==> src/rtl/wb_axi_bridge.sv <==
// wb_axi_bridge: Wishbone slave in front of one accelerator. Low half of the
// 256-byte page is an AXI4-Lite master window; 0x80/0x84 reach a pair of
// AXI4-Stream FIFOs; 0x88 is a status word with sticky timeout flags and the
// two FIFO levels. Every wait is bounded by TIMEOUT cycles.
module wb_axi_bridge #(
  parameter logic [7:0] BASE_HI    = 8'h30,
  parameter int         AXIL_AW    = 12,
  parameter int         FIFO_DEPTH = 8,
  parameter int         TIMEOUT    = 255
) (
  input  logic               wb_clk_i,
  input  logic               wb_rst_i,
  input  logic               wbs_stb_i,
  input  logic               wbs_cyc_i,
  input  logic               wbs_we_i,
  input  logic [3:0]         wbs_sel_i,
  input  logic [31:0]        wbs_adr_i,
  input  logic [31:0]        wbs_dat_i,
  output logic               wbs_ack_o,
  output logic [31:0]        wbs_dat_o,
  output logic               awvalid,
  input  logic               awready,
  output logic [AXIL_AW-1:0] awaddr,
  output logic               wvalid,
  input  logic               wready,
  output logic [31:0]        wdata,
  output logic [3:0]         wstrb,
  output logic               arvalid,
  input  logic               arready,
  output logic [AXIL_AW-1:0] araddr,
  input  logic               rvalid,
  output logic               rready,
  input  logic [31:0]        rdata,
  output logic               ss_tvalid,
  input  logic               ss_tready,
  output logic [31:0]        ss_tdata,
  output logic               ss_tlast,
  input  logic               sm_tvalid,
  output logic               sm_tready,
  input  logic [31:0]        sm_tdata,
  input  logic               sm_tlast
);

  localparam int AW    = $clog2(FIFO_DEPTH);
  localparam int LVL_W = AW + 1;
  localparam int CNT_W = $clog2(TIMEOUT + 1);

  typedef enum logic [2:0] {S_IDLE, S_WR, S_AR, S_R, S_SS, S_SM, S_ACK} state_t;
  state_t state, state_nxt;

  // FIFO 0 carries the ss stream (to the core), FIFO 1 the sm stream; each
  // entry is {tlast, data}.
  logic [32:0]      fifo_mem [2][FIFO_DEPTH];
  logic [AW:0]      wr_ptr [2];
  logic [AW:0]      rd_ptr [2];
  logic [LVL_W-1:0] level [2];
  logic [32:0]      head [2];
  logic [32:0]      push_data [2];
  logic [1:0]       push, pop, full, empty;

  logic             ss_push, sm_pop, ss_pop, sm_push, ss_space;
  logic             req, is_axi, is_strm, is_stat, in_wait, expired;
  logic             aw_done, w_done, aw_ok, w_ok, run_q;
  logic             axi_err, strm_err, axi_abort, strm_abort, rd_abort;
  logic [CNT_W-1:0] cnt;
  logic [31:0]      status;
  logic             unused_ok;

  assign req     = wbs_stb_i & wbs_cyc_i & (wbs_adr_i[31:24] == BASE_HI) & !wbs_ack_o;
  assign is_axi  = !wbs_adr_i[7];
  assign is_strm = (wbs_adr_i[7:0] == 8'h80) || (wbs_adr_i[7:0] == 8'h84);
  assign is_stat = (wbs_adr_i[7:0] == 8'h88);
  assign in_wait = (state != S_IDLE) && (state != S_ACK);
  assign expired = (cnt == CNT_W'(TIMEOUT - 1));
  assign aw_ok   = aw_done | awready;
  assign w_ok    = w_done | wready;

  assign ss_tvalid = !empty[0];
  assign ss_pop    = ss_tvalid & ss_tready;
  // A pop in the same cycle frees the slot, so a full ss FIFO can still take a word.
  assign ss_space  = !full[0] | ss_pop;
  assign ss_tdata  = ss_tvalid ? head[0][31:0] : '0;
  assign ss_tlast  = ss_tvalid ? head[0][32] : 1'b0;
  assign sm_tready = run_q & !full[1];
  assign sm_push   = sm_tvalid & sm_tready;

  assign push         = {sm_push, ss_push};
  assign pop          = {sm_pop, ss_pop};
  assign push_data[0] = {wbs_adr_i[2], wbs_dat_i};
  assign push_data[1] = {sm_tlast, sm_tdata};

  assign status    = {axi_err, strm_err, 14'd0, 8'(level[1]), 8'(level[0])};
  // sm_tlast is stored but never consumed; upper address bits are don't-care.
  assign unused_ok = ^{head[1][32], wbs_adr_i};

  // State register.
  always_ff @(posedge wb_clk_i) begin
    if (wb_rst_i) state <= S_IDLE;
    else          state <= state_nxt;
  end

  // Next-state decode: dispatch on address, then wait for handshake or timeout.
  always_comb begin
    state_nxt = state;
    unique case (state)
      S_IDLE: if (req) begin
        if (is_axi)                    state_nxt = wbs_we_i ? S_WR : S_AR;
        else if (is_strm && wbs_we_i)  state_nxt = ss_space ? S_ACK : S_SS;
        else if (is_strm)              state_nxt = empty[1] ? S_SM : S_ACK;
        else                           state_nxt = S_ACK;
      end
      S_WR:    if ((aw_ok && w_ok) || expired) state_nxt = S_ACK;
      S_AR:    if (arready) state_nxt = S_R; else if (expired) state_nxt = S_ACK;
      S_R:     if (rvalid || expired) state_nxt = S_ACK;
      S_SS:    if (ss_space || expired) state_nxt = S_ACK;
      S_SM:    if (!empty[1] || expired) state_nxt = S_ACK;
      S_ACK:   state_nxt = S_IDLE;
      default: state_nxt = S_IDLE;
    endcase
  end

  // Outputs per state: AXI valids/readies, FIFO strobes and abort flags.
  always_comb begin
    // NOTE: every output gets a default first so no path leaves it unassigned and infers a latch.
    awvalid    = 1'b0;
    wvalid     = 1'b0;
    arvalid    = 1'b0;
    rready     = 1'b0;
    ss_push    = 1'b0;
    sm_pop     = 1'b0;
    axi_abort  = 1'b0;
    strm_abort = 1'b0;
    wbs_ack_o  = (state == S_ACK);
    unique case (state)
      S_IDLE: if (req && is_strm) begin
        if (wbs_we_i) ss_push = ss_space;
        else          sm_pop  = !empty[1];
      end
      S_WR: begin
        awvalid   = !aw_done;
        wvalid    = !w_done;
        axi_abort = expired && !(aw_ok && w_ok);
      end
      S_AR: begin
        arvalid   = 1'b1;
        axi_abort = expired && !arready;
      end
      S_R: begin
        rready    = 1'b1;
        axi_abort = expired && !rvalid;
      end
      S_SS: begin
        ss_push    = ss_space;
        strm_abort = expired && !ss_space;
      end
      S_SM: begin
        sm_pop     = !empty[1];
        strm_abort = expired && empty[1];
      end
      default: ;
    endcase
    rd_abort = (axi_abort && state != S_WR) || (strm_abort && state == S_SM);
  end

  // Request capture, AW/W tracking, timeout counter, read data and sticky flags.
  always_ff @(posedge wb_clk_i) begin
    if (wb_rst_i) begin
      wbs_dat_o <= '0;
      awaddr    <= '0;
      araddr    <= '0;
      wdata     <= '0;
      wstrb     <= '0;
      aw_done   <= 1'b0;
      w_done    <= 1'b0;
      cnt       <= '0;
      axi_err   <= 1'b0;
      strm_err  <= 1'b0;
      run_q     <= 1'b0;
    end else begin
      // NOTE: sequential state uses <= so every register sees pre-edge values of the others.
      run_q <= 1'b1;
      if (state != state_nxt) cnt <= '0;
      else if (in_wait)       cnt <= cnt + CNT_W'(1);
      if (state == S_IDLE && req) begin
        if (is_axi && wbs_we_i) begin
          awaddr  <= wbs_adr_i[AXIL_AW-1:0];
          wdata   <= wbs_dat_i;
          wstrb   <= wbs_sel_i;
          aw_done <= 1'b0;
          w_done  <= 1'b0;
        end else if (is_axi) begin
          araddr <= wbs_adr_i[AXIL_AW-1:0];
        end else if (is_stat && wbs_we_i) begin
          if (wbs_dat_i[31]) axi_err  <= 1'b0;
          if (wbs_dat_i[30]) strm_err <= 1'b0;
        end else if (is_stat) begin
          wbs_dat_o <= status;
        end else if (!is_strm && !wbs_we_i) begin
          wbs_dat_o <= '0;
        end
      end
      if (state == S_WR) begin
        if (awready) aw_done <= 1'b1;
        if (wready)  w_done  <= 1'b1;
      end
      if (state == S_R && rvalid) wbs_dat_o <= rdata;
      if (sm_pop)                 wbs_dat_o <= head[1][31:0];
      if (axi_abort)              axi_err   <= 1'b1;
      if (strm_abort)             strm_err  <= 1'b1;
      if (rd_abort)               wbs_dat_o <= '1;
    end
  end

  // FIFO pointers; the extra MSB distinguishes full from empty.
  always_ff @(posedge wb_clk_i) begin
    for (int f = 0; f < 2; f++) begin
      if (wb_rst_i) begin
        wr_ptr[f] <= '0;
        rd_ptr[f] <= '0;
      end else begin
        if (push[f]) wr_ptr[f] <= wr_ptr[f] + LVL_W'(1);
        if (pop[f])  rd_ptr[f] <= rd_ptr[f] + LVL_W'(1);
      end
    end
  end

  // FIFO storage.
  always_ff @(posedge wb_clk_i) begin
    // NOTE: storage is not reset; pointers define validity and ss outputs are masked while empty.
    for (int f = 0; f < 2; f++)
      if (push[f]) fifo_mem[f][wr_ptr[f][AW-1:0]] <= push_data[f];
  end

  // FIFO flags, level and head-of-queue.
  always_comb begin
    for (int f = 0; f < 2; f++) begin
      level[f] = wr_ptr[f] - rd_ptr[f];
      full[f]  = (level[f] == LVL_W'(FIFO_DEPTH));
      empty[f] = (wr_ptr[f] == rd_ptr[f]);
      head[f]  = fifo_mem[f][rd_ptr[f][AW-1:0]];
    end
  end

endmodule

==> config.mk <==
export PLATFORM = sky130hd
export DESIGN_NAME = wb_axi_bridge
export DESIGN_NICKNAME = d
export VERILOG_FILES = /design/src/rtl/wb_axi_bridge.sv
export SDC_FILE = /design/constraint.sdc
export NUM_CORES = 1
export LEC_CHECK = 0
export BUFFER_PORTS_ARGS = -buffer_cell sky130_fd_sc_hd__clkbuf_2
export CAP_MARGIN = 20
export CORE_ASPECT_RATIO = 1.2
export CORE_MARGIN = 2
export CORE_UTILIZATION = 43
export DETAILED_ROUTE_END_ITERATION = 8
export PLACE_DENSITY = 0.7
export RECOVER_POWER = 50
export REMOVE_ABC_BUFFERS = 1
export SLEW_MARGIN = 5
export SYNTH_ARGS = -nofsm -noshare
export SYNTH_HDL_FRONTEND = slang
export SYNTH_SLANG_ARGS = --single-unit
==> constraint.sdc <==
create_clock -name wb_clk_i -period 5.25 [get_ports wb_clk_i]
set_input_delay 1.575 -clock wb_clk_i [delete_from_list [all_inputs] [get_ports wb_clk_i]]
set_output_delay 1.575 -clock wb_clk_i [all_outputs]
set_load 0.01 [all_outputs]
Yosys cells after proc, flatten, opt, wreduce, memory -nomap -nowiden --
Memory sizes are Yosys's and may differ from the RTL's. Index checks and enable logic that the tools add are counted.
Word-level totals: register bits after elaboration 107, bits in writable memories 544, input port bits 144, output and inout port bits 132, word-level logic and storage cells 214, memories 3
Memories:
- fifo_mem | depth 2, bits a word 264, read ports 2, clocked after Yosys merged registers in 0, write ports 2, line 53 | logic [32:0] fifo_mem [2][FIFO_DEPTH];
- rd_ptr | depth 2, bits a word 4, read ports 2, clocked after Yosys merged registers in 0, write ports 2, line 55 | logic [AW:0] rd_ptr [2];
- wr_ptr | depth 2, bits a word 4, read ports 2, clocked after Yosys merged registers in 0, write ports 2, line 54 | logic [AW:0] wr_ptr [2];
Operators by class: add/sub/neg operators 7, magnitude comparators 6, eq/ne operators 22, multiplexer cells 88, bitwise gates (word level) 19, reduce and logical (&&, ||, !) cells 57
Operators by type and width (count):
- $mux W264 | 2
- $mux W32 | 12
- $bmux W33 S3 | 2
- $demux W33 S3 | 2
- $mux W33 | 4
- $mux W1 | 44
- $eq A8 B8 Y1 const B | 4
- $mux W3 | 8
- $logic_and A1 B1 Y1 | 18
- $pmux W3 S6 | 1
- $add A4 B1 Y4 const B | 4
- $ge A4 B4 Y1 const B | 4
- $mux W4 | 4
- $not A3 Y4 | 4
- $reduce_bool A2 Y1 | 8
- $reduce_and A5 Y1 | 3
- $logic_not A1 Y1 | 14
- $mux W2 | 5
- $eq A3 B3 Y1 const B | 3
- $add A8 B1 Y8 const B | 1
- $eq A4 B4 Y1 | 2
- $eq A4 B4 Y1 const B | 2
- $eq A8 B6 Y1 const B | 1
- $lt A4 B1 Y1 const B | 2
- other kinds (21) | 45

Logic depth before layout (Yosys ltp) --
Gate-level depths: netlist (run 1).
word-level depth 13, mapped depth 13, depth with buffers taken out 10

Worst setup path after synthesis (run 1) --
OpenSTA, ideal clock, no wires.
kind input to register, start in wbs_adr_i[25], end mem fifo_mem[0][198] (netlist name), enable pin, library setup time 0.464 ns, arrival 5.059 ns, required time 4.786 ns, setup slack -0.273 ns, stages 7, path buffers 0, path through nor4bb_1 and4_1 nand2_1 nor2_1 o22ai_1 or2_2 nor3_1
RTL lines:
- start: declaration | line 17 | input logic [31:0] wbs_adr_i,
- end: declaration | line 53

==> results of run 1 <==
==> layout make-up <==
cell class	instances	area [sq um]	share of cell area (%)
diodes	4	10.01	0.03398
clock buffers	88	1802	6.116
clock inverters	28	306.5	1.041
inverters	20	75.07	0.2548
multi-input cells	838	6640	22.54
flip-flops and latches	643	18240	61.91
well taps	742	928.4	3.151
repair buffers	299	1460	4.956
==> flip-flops by register name, indices dropped and copies added (netlist names) <==
| signal | count |
|---|---|
| wr_ptr | 8 |
| rd_ptr | 8 |
| state | 3 |
| w_done | 1 |
| strm_err | 1 |
| araddr | 11 |
| awaddr | 12 |
| cnt | 8 |
| wstrb | 4 |
| fifo_mem | 520 |
| axi_err | 1 |
| run_q | 1 |
| wbs_dat_o | 32 |
| wdata | 32 |
| aw_done | 1 |
==> metal layers <==
| layer | vias to the layer above | track usage [%] |
|---|---|---|
| met1 | 7543 | 25.20 |
| met3 | 94 | 3.716 |
| met2 | 548 | 33.89 |
| met5 | - | 0 |
| li1 | 6645 | - |
| met4 | 6 | 6.030 |
==> Yosys cell counts (all sizes together) (9+ instances only) <==
master    n
dfxtp   107
edfxtp  536
nand3    10
inv      18
o21ai    32
nand2   274
buf      29
xor2     12
ha       12
nor2     63
xnor2     9
clkbuf   66
mux4    130
nor3     20
a21oi   183
==> final timing paths <==
check	depth (start not counted)	end	slack, ps	startpoint
setup reg to reg	9	fifo_mem[0][138]	1650	rd_ptr[0][1]
hold reg to reg	2	wdata[28]	450	wdata[28]
setup / recovery	6	ss_tdata[31]	830	rd_ptr[0][1]
hold / removal	2	wdata[28]	450	wdata[28]
==> cell families after synthesis <==
| logic type | count (synthesis) |
|---|---|
| AO/OA/AOI/OAI | 257 |
| other | 1 |
| AND/OR/NAND/NOR | 412 |
| flip-flops | 643 |
| buffers and inverters | 115 |
| multiplexers | 133 |
| XOR/XNOR | 21 |
| adder cells (fa/ha/maj) | 14 |
==> metrics by stage <==
step           power, mW  utilization (%)  std cells
5_1_grt            11.16            50.56       2661
3_3_place_gp       6.385            47.34       2542
3_5_place_dp       6.405            47.34       2542
6_report           10.83            50.57       2662
2_1_floorplan      6.098                -       1501
4_1_cts            10.93            50.96       2658
==> power breakdown <==
part           internal, mW  switching (mW)  total (mW)  leakage, nW
Combinational         0.275           0.423       0.698         2.80
Clock                  2.64            1.90        4.54         1.05
Sequential             5.56          0.0208        5.59         5.71
Total                  8.48            2.34        10.8         9.56
==> critical path: cells and delay by family, from the launching register on <==
family                   cells  cell delay [ps]
buffers and inverters        3              660
flip-flops                   1              640
AO/OA/AOI/OAI                1              370
adder cells (fa/ha/maj)      1              340
AND/OR/NAND/NOR              1              200
==> results.py, run 1 <==
metrics = {
    "critical_path": {
        "crit_fanout": 34,
        "worstPathRequired_ps": 3680,
        "path_cells": "inv_1 -> ha_1 -> and4_1 -> buf_4 -> a21oi_1 -> clkbuf_2",
        "crit_path_end_kind": "output pin",
        "worst_path_largest_cell_delay_ps": 640,
        "slowest_stage": "edfxtp_1",
        "critPathKind": "reg -> out",
        "cp-start-kind": "flip-flop",
        "cp.arrival_ps": 2840,
    },
    "synthesis": {
        "ys_top_cells_by_area": "edfxtp_1 (64%), mux4_2 (12%), dfxtp_1 (8.5%), nand2_1 (4.1%), a21oi_1 (3.6%)",
        "synth_top_family_by_area": "multiplexers",
        "syn_area_sq_um": 25250,
        "yosysTopAreaCellShare_pct": 63.75,
        "yosys.area_share.simple_pct": 6.948,
        "synth-seq-cells": 643,
        "synth_compound_area_share_pct": 5.778,
        "syn_area_per_cell_sq_um": 15.82,
        "synthMuxAreaShare_pct": 11.72,
        "synth_cell_type_count": 64,
        "synth_cells": 1596,
        "synth_fa_ha_area_share_pct": 0.7533,
        "yosysSeqAreaShare_pct": 72.23,
        "synth_ff_type": "edfxtp_1",
        "synth_edf_count": 536,
        "synthXorXnorAreaFrac_pct": 0.7285,
        "postSynth.asyncResetShare_pct": 0,
        "yosys.area.top_type": "edfxtp_1",
        "ys_warn_count": 0,
    },
    "die": {
        "die_h_microns": 269.4,
        "placementRows": 97,
        "die_area_sq_um": 60680,
        "die_w_microns": 225.2,
        "start_util_pct": 43.34,
        "core_area_sq_um": 58260,
        "io_pins": 276,
    },
    "drt": {
        "viasPerCell": 5.573,
        "route.antenna.remaining_nets": 0,
        "firstDrtPassIters": 5,
        "drt_iter0_drc": 1222,
        "vias": 14840,
        "dr_wl_met3_microns": 4144,
        "wl_met1_microns": 23810,
        "totalWireLength_microns": 59700,
        "route.detailed.drc": 0,
        "wire_per_inst_microns": 22.43,
        "wl_met2_microns": 30330,
        "route.top_layer_used": "met5",
    },
    "finish": {
        "area_growth_pct": 16.68,
        "nFillCells": 4854,
        "final_common_cell": "edfxtp_1",
        "final_cell_area_sq_um": 29460,
        "fin_nets": 2021,
        "mostFrequentLayoutCells": "edfxtp_1 (536), nand2_1 (274), a21oi_1 (183)",
        "drive_gt1_share_pct": 20.98,
    },
    "run": {
        "drv_cap": 0,
    },
    "clocking": {
        "cts_tree": "yes",
        "cts_resized": 0,
        "numCtsBuffers": 61,
        "post-cts-setup-buffer-count": 0,
        "ctsLongestPathBuffers": 3,
        "cts-root-buf": "clkbuf_16",
        "holdBufCountCts": 0,
        "insertion_delay_ps": 630,
        "cts.clk_slew.worst_paths_ps": 60,
        "htree_num_levels": 2,
        "cts_sinks": 643,
    },
    "min_path": {
        "holdCritPathClass": "reg -> reg",
    },
    "global_routing": {
        "grt_pass1_wl_microns": 90070,
        "antenna_found_initial": 6,
        "grt_pass1_vias": 15160,
        "grt_usage_pct": 19.66,
        "grt_max_degree": 70,
        "overflow": 0,
    },
    "pwr": {
        "ir_drop_mv": 0.2785,
        "p_leak_nw": 9.558,
        "p_per_area_nw_per_um2": 367.5,
    },
    "timing": {
        "hold_ws_ps": 453.8,
        "setup_tns_ps": 0,
        "fin_crit_ps": 4419,
        "drv_slew": 0,
        "hold_viol": 0,
        "skew_ps": 24.74,
        "maxSlewHeadroom_pct": 23.10,
        "finalSetupViolations": 0,
        "rsz0062_at_grt": "no",
        "setup_ws_ps": 830.5,
        "fin_crit_sh_pct": 84.18,
        "timing.fmax_mhz": 226.3,
        "worstMarginPinSlew_ps": 1154,
    },
    "placed_design": {
        "hpwl_microns": 36500,
        "pre_cts_ws_ps": 912.3,
        "io_buffers": 261,
        "place_congestion": 0.7992,
        "postPlaceCellArea_sq_um": 27580,
    },
    "run_status": {
        "status": "complete, no violations",
    },
}
No activity file was read; power rests on OpenSTA's default activity.
==> run 2, diff against run 1 <==
Clock period 5.25 ns to 3.7 ns, I/O delays scaled along.
==> run 2 against run 1 <==
Effect of this change:
- critical path type unchanged
- critical path depth is 1 lower
- largest power group unchanged
- critical endpoint is now ss_tdata[30]
- final cell count is 0.68% higher
- clock-buffer cell count rose by 3
- sequential share of layout area shrank 0.98 points
- sequential power grew 42%
- first-iteration DRC count decreased by 0.25%
- sequential cell count unchanged
- largest cell class unchanged
- clock power rose by 46%
- highest routed layer unchanged
- the run now ends with capacitance limit, slew limit left
==> results.py, run 2 (synthesized netlist as in run 1, its figures left out) <==
metrics = {
    "critical_path": {
        "crit_fanout": 35,
        "critPathTopFamily": "flip-flops",
        "rr_startpoint": "state[1]",
        "r2r_cells": 7,
        "worstPathRequired_ps": 2590,
        "slowest_stage": "edfxtp_1",
        "crit_path_end_kind": "output pin",
        "timing.rr.end": "wdata[6]",
        "path_depth": 5,
        "rrSetupSlack_ps": 510,
        "critPathKind": "reg -> out",
        "cp.arrival_ps": 2540,
        "path_cells": "ha_1 -> and4_1 -> buf_6 -> a21oi_1 -> clkbuf_2",
        "worst_path_largest_cell_delay_ps": 570,
        "path_buf_inv": 2,
        "cp-start-kind": "flip-flop",
    },
    "clocking": {
        "holdBufCountCts": 0,
        "cts.clk_slew.worst_paths_ps": 60,
        "insertion_delay_ps": 600,
        "htree_num_levels": 3,
        "numCtsBuffers": 66,
        "cts_sinks": 643,
        "cts_tree": "yes",
        "cts-root-buf": "clkbuf_16",
        "ctsLongestPathBuffers": 3,
    },
    "run_status": {
        "violations": "capacitance limit, slew limit",
        "status": "finished with violations",
    },
    "min_path": {
        "min_path_cells": 2,
        "min_from": "wdata[28]",
        "holdCritPathClass": "reg -> reg",
        "min_to": "wdata[28]",
    },
    "global_routing": {
        "grt_pass1_wl_microns": 89420,
        "antenna_found_initial": 6,
        "grt_usage_pct": 19.65,
        "grt_max_degree": 70,
        "grt_pass1_vias": 15190,
        "overflow": 0,
    },
    "finish": {
        "fin_nets": 2041,
        "nFillCells": 4833,
        "mostFrequentLayoutCells": "edfxtp_1 (536), nand2_1 (274), a21oi_1 (182)",
        "largest_register_ffs": 520,
        "finish.utilization_pct": 51.38,
        "stdcell_count": 2680,
        "drive_gt1_share_pct": 21.56,
        "area_growth_pct": 18.56,
        "final_common_cell": "edfxtp_1",
    },
    "timing": {
        "fin_crit_ps": 3647,
        "worstMarginPinSlew_ps": 1858,
        "finalSetupViolations": 0,
        "setup_tns_ps": 0,
        "skew_ps": 22.37,
        "drv_slew": 24,
        "hold_viol": 0,
        "rsz0062_at_grt": "yes",
        "fin_crit_sh_pct": 98.57,
        "timing.fmax_mhz": 274.2,
        "maxSlewHeadroom_pct": -23.85,
    },
    "drt": {
        "route.antenna.remaining_nets": 0,
        "firstDrtPassIters": 5,
        "drt_iter0_drc": 1219,
        "vias": 14980,
        "wire_per_inst_microns": 22.35,
        "route.detailed.drc": 0,
        "viasPerCell": 5.591,
        "totalWireLength_microns": 59910,
    },
    "placed_design": {
        "placed_cells": 2546,
        "io_buffers": 261,
        "place_congestion": 0.8414,
        "hpwl_microns": 36110,
    },
    "die": {
        "die_w_microns": 225.2,
        "start_util_pct": 43.34,
        "die_h_microns": 269.4,
        "io_pins": 276,
        "die_area_sq_um": 60680,
        "placementRows": 97,
        "core_area_sq_um": 58260,
    },
    "pwr": {
        "ir_drop_mv": 0.4383,
        "p_per_area_nw_per_um2": 520.6,
        "p_leak_nw": 9.731,
    },
    "run": {
        "drv_cap": 1,
    },
}
run 2: worst max-delay path by stage:
stage,end,slack (ps),from
2_1_floorplan,fifo_mem[0][198],-3540,rd_ptr[0][0]
3_3_place_gp,wbs_dat_o[9],-50,wbs_adr_i[4]
3_5_place_dp,wbs_dat_o[9],-80,wbs_adr_i[4]
4_1_cts,sm_tready,-60,rd_ptr[1][1]
5_1_grt,ss_tvalid,-10,rd_ptr[0][0]
6_report,ss_tdata[30],50,rd_ptr[0][0]
run 2: worst reg2reg max path: cells and delay by family, from the launching register on:
kind / cells / cell delay (ps)
buf+inv: 1 / 260
flops: 1 / 560
simple gates: 5 / 2130
compound gates: 1 / 160
run 2: through the flow:
| stage | worst slack, ps | hold slack (ps) | cell area, sq um | total power [mW] |
|---|---|---|---|---|
| global placement | -49.75 | 439.5 | 27820 | 9.065 |
| floorplan | -3539 | 446.0 | 24860 | 8.652 |
| global route | -12.99 | 469.9 | 29930 | 16.06 |
| finish | 52.77 | 450.5 | 29930 | 15.58 |
| detailed placement | -79.43 | 445.4 | 27820 | 9.091 |
| CTS | -57.40 | 453.4 | 30010 | 15.72 |
run 2: final cells by class:
type	instances	area, sq um	area share (%)
repair buffers	314	1823	6.090
diodes	4	10.01	0.03344
inverters	20	80.08	0.2675
clock inverters	28	286.5	0.9572
well taps	742	928.4	3.101
clock buffers	91	1892	6.320
flip-flops and latches	643	18240	60.93
multi-input cells	838	6676	22.30
run 2: layer usage:
| metal | part of all wire [%] | global-route usage [%] | up-vias | wire, microns |
|---|---|---|---|---|
| met5 | 0.075 | 0 | - | 45 |
| met4 | 2.4 | 6.309 | 6 | 1416 |
| met3 | 8.0 | 4.206 | 105 | 4804 |
| met2 | 50 | 33.46 | 594 | 29760 |
| met1 | 40 | 25.11 | 7598 | 23880 |
| li1 | - | - | 6680 | - |
run 2: timing repair:
action                                  CTS  global route
pin swaps                                 0             2
endpoints found under the setup margin    5            14
setup buffers                             1             7
resized for setup                         2            10
gates cloned                              0             1
run 2: report_power, final:
group	leakage (nW)	internal, mW	switching [mW]
Clock	1.06	3.94	2.70
Combinational	2.96	0.409	0.607
Sequential	5.71	7.90	0.0267
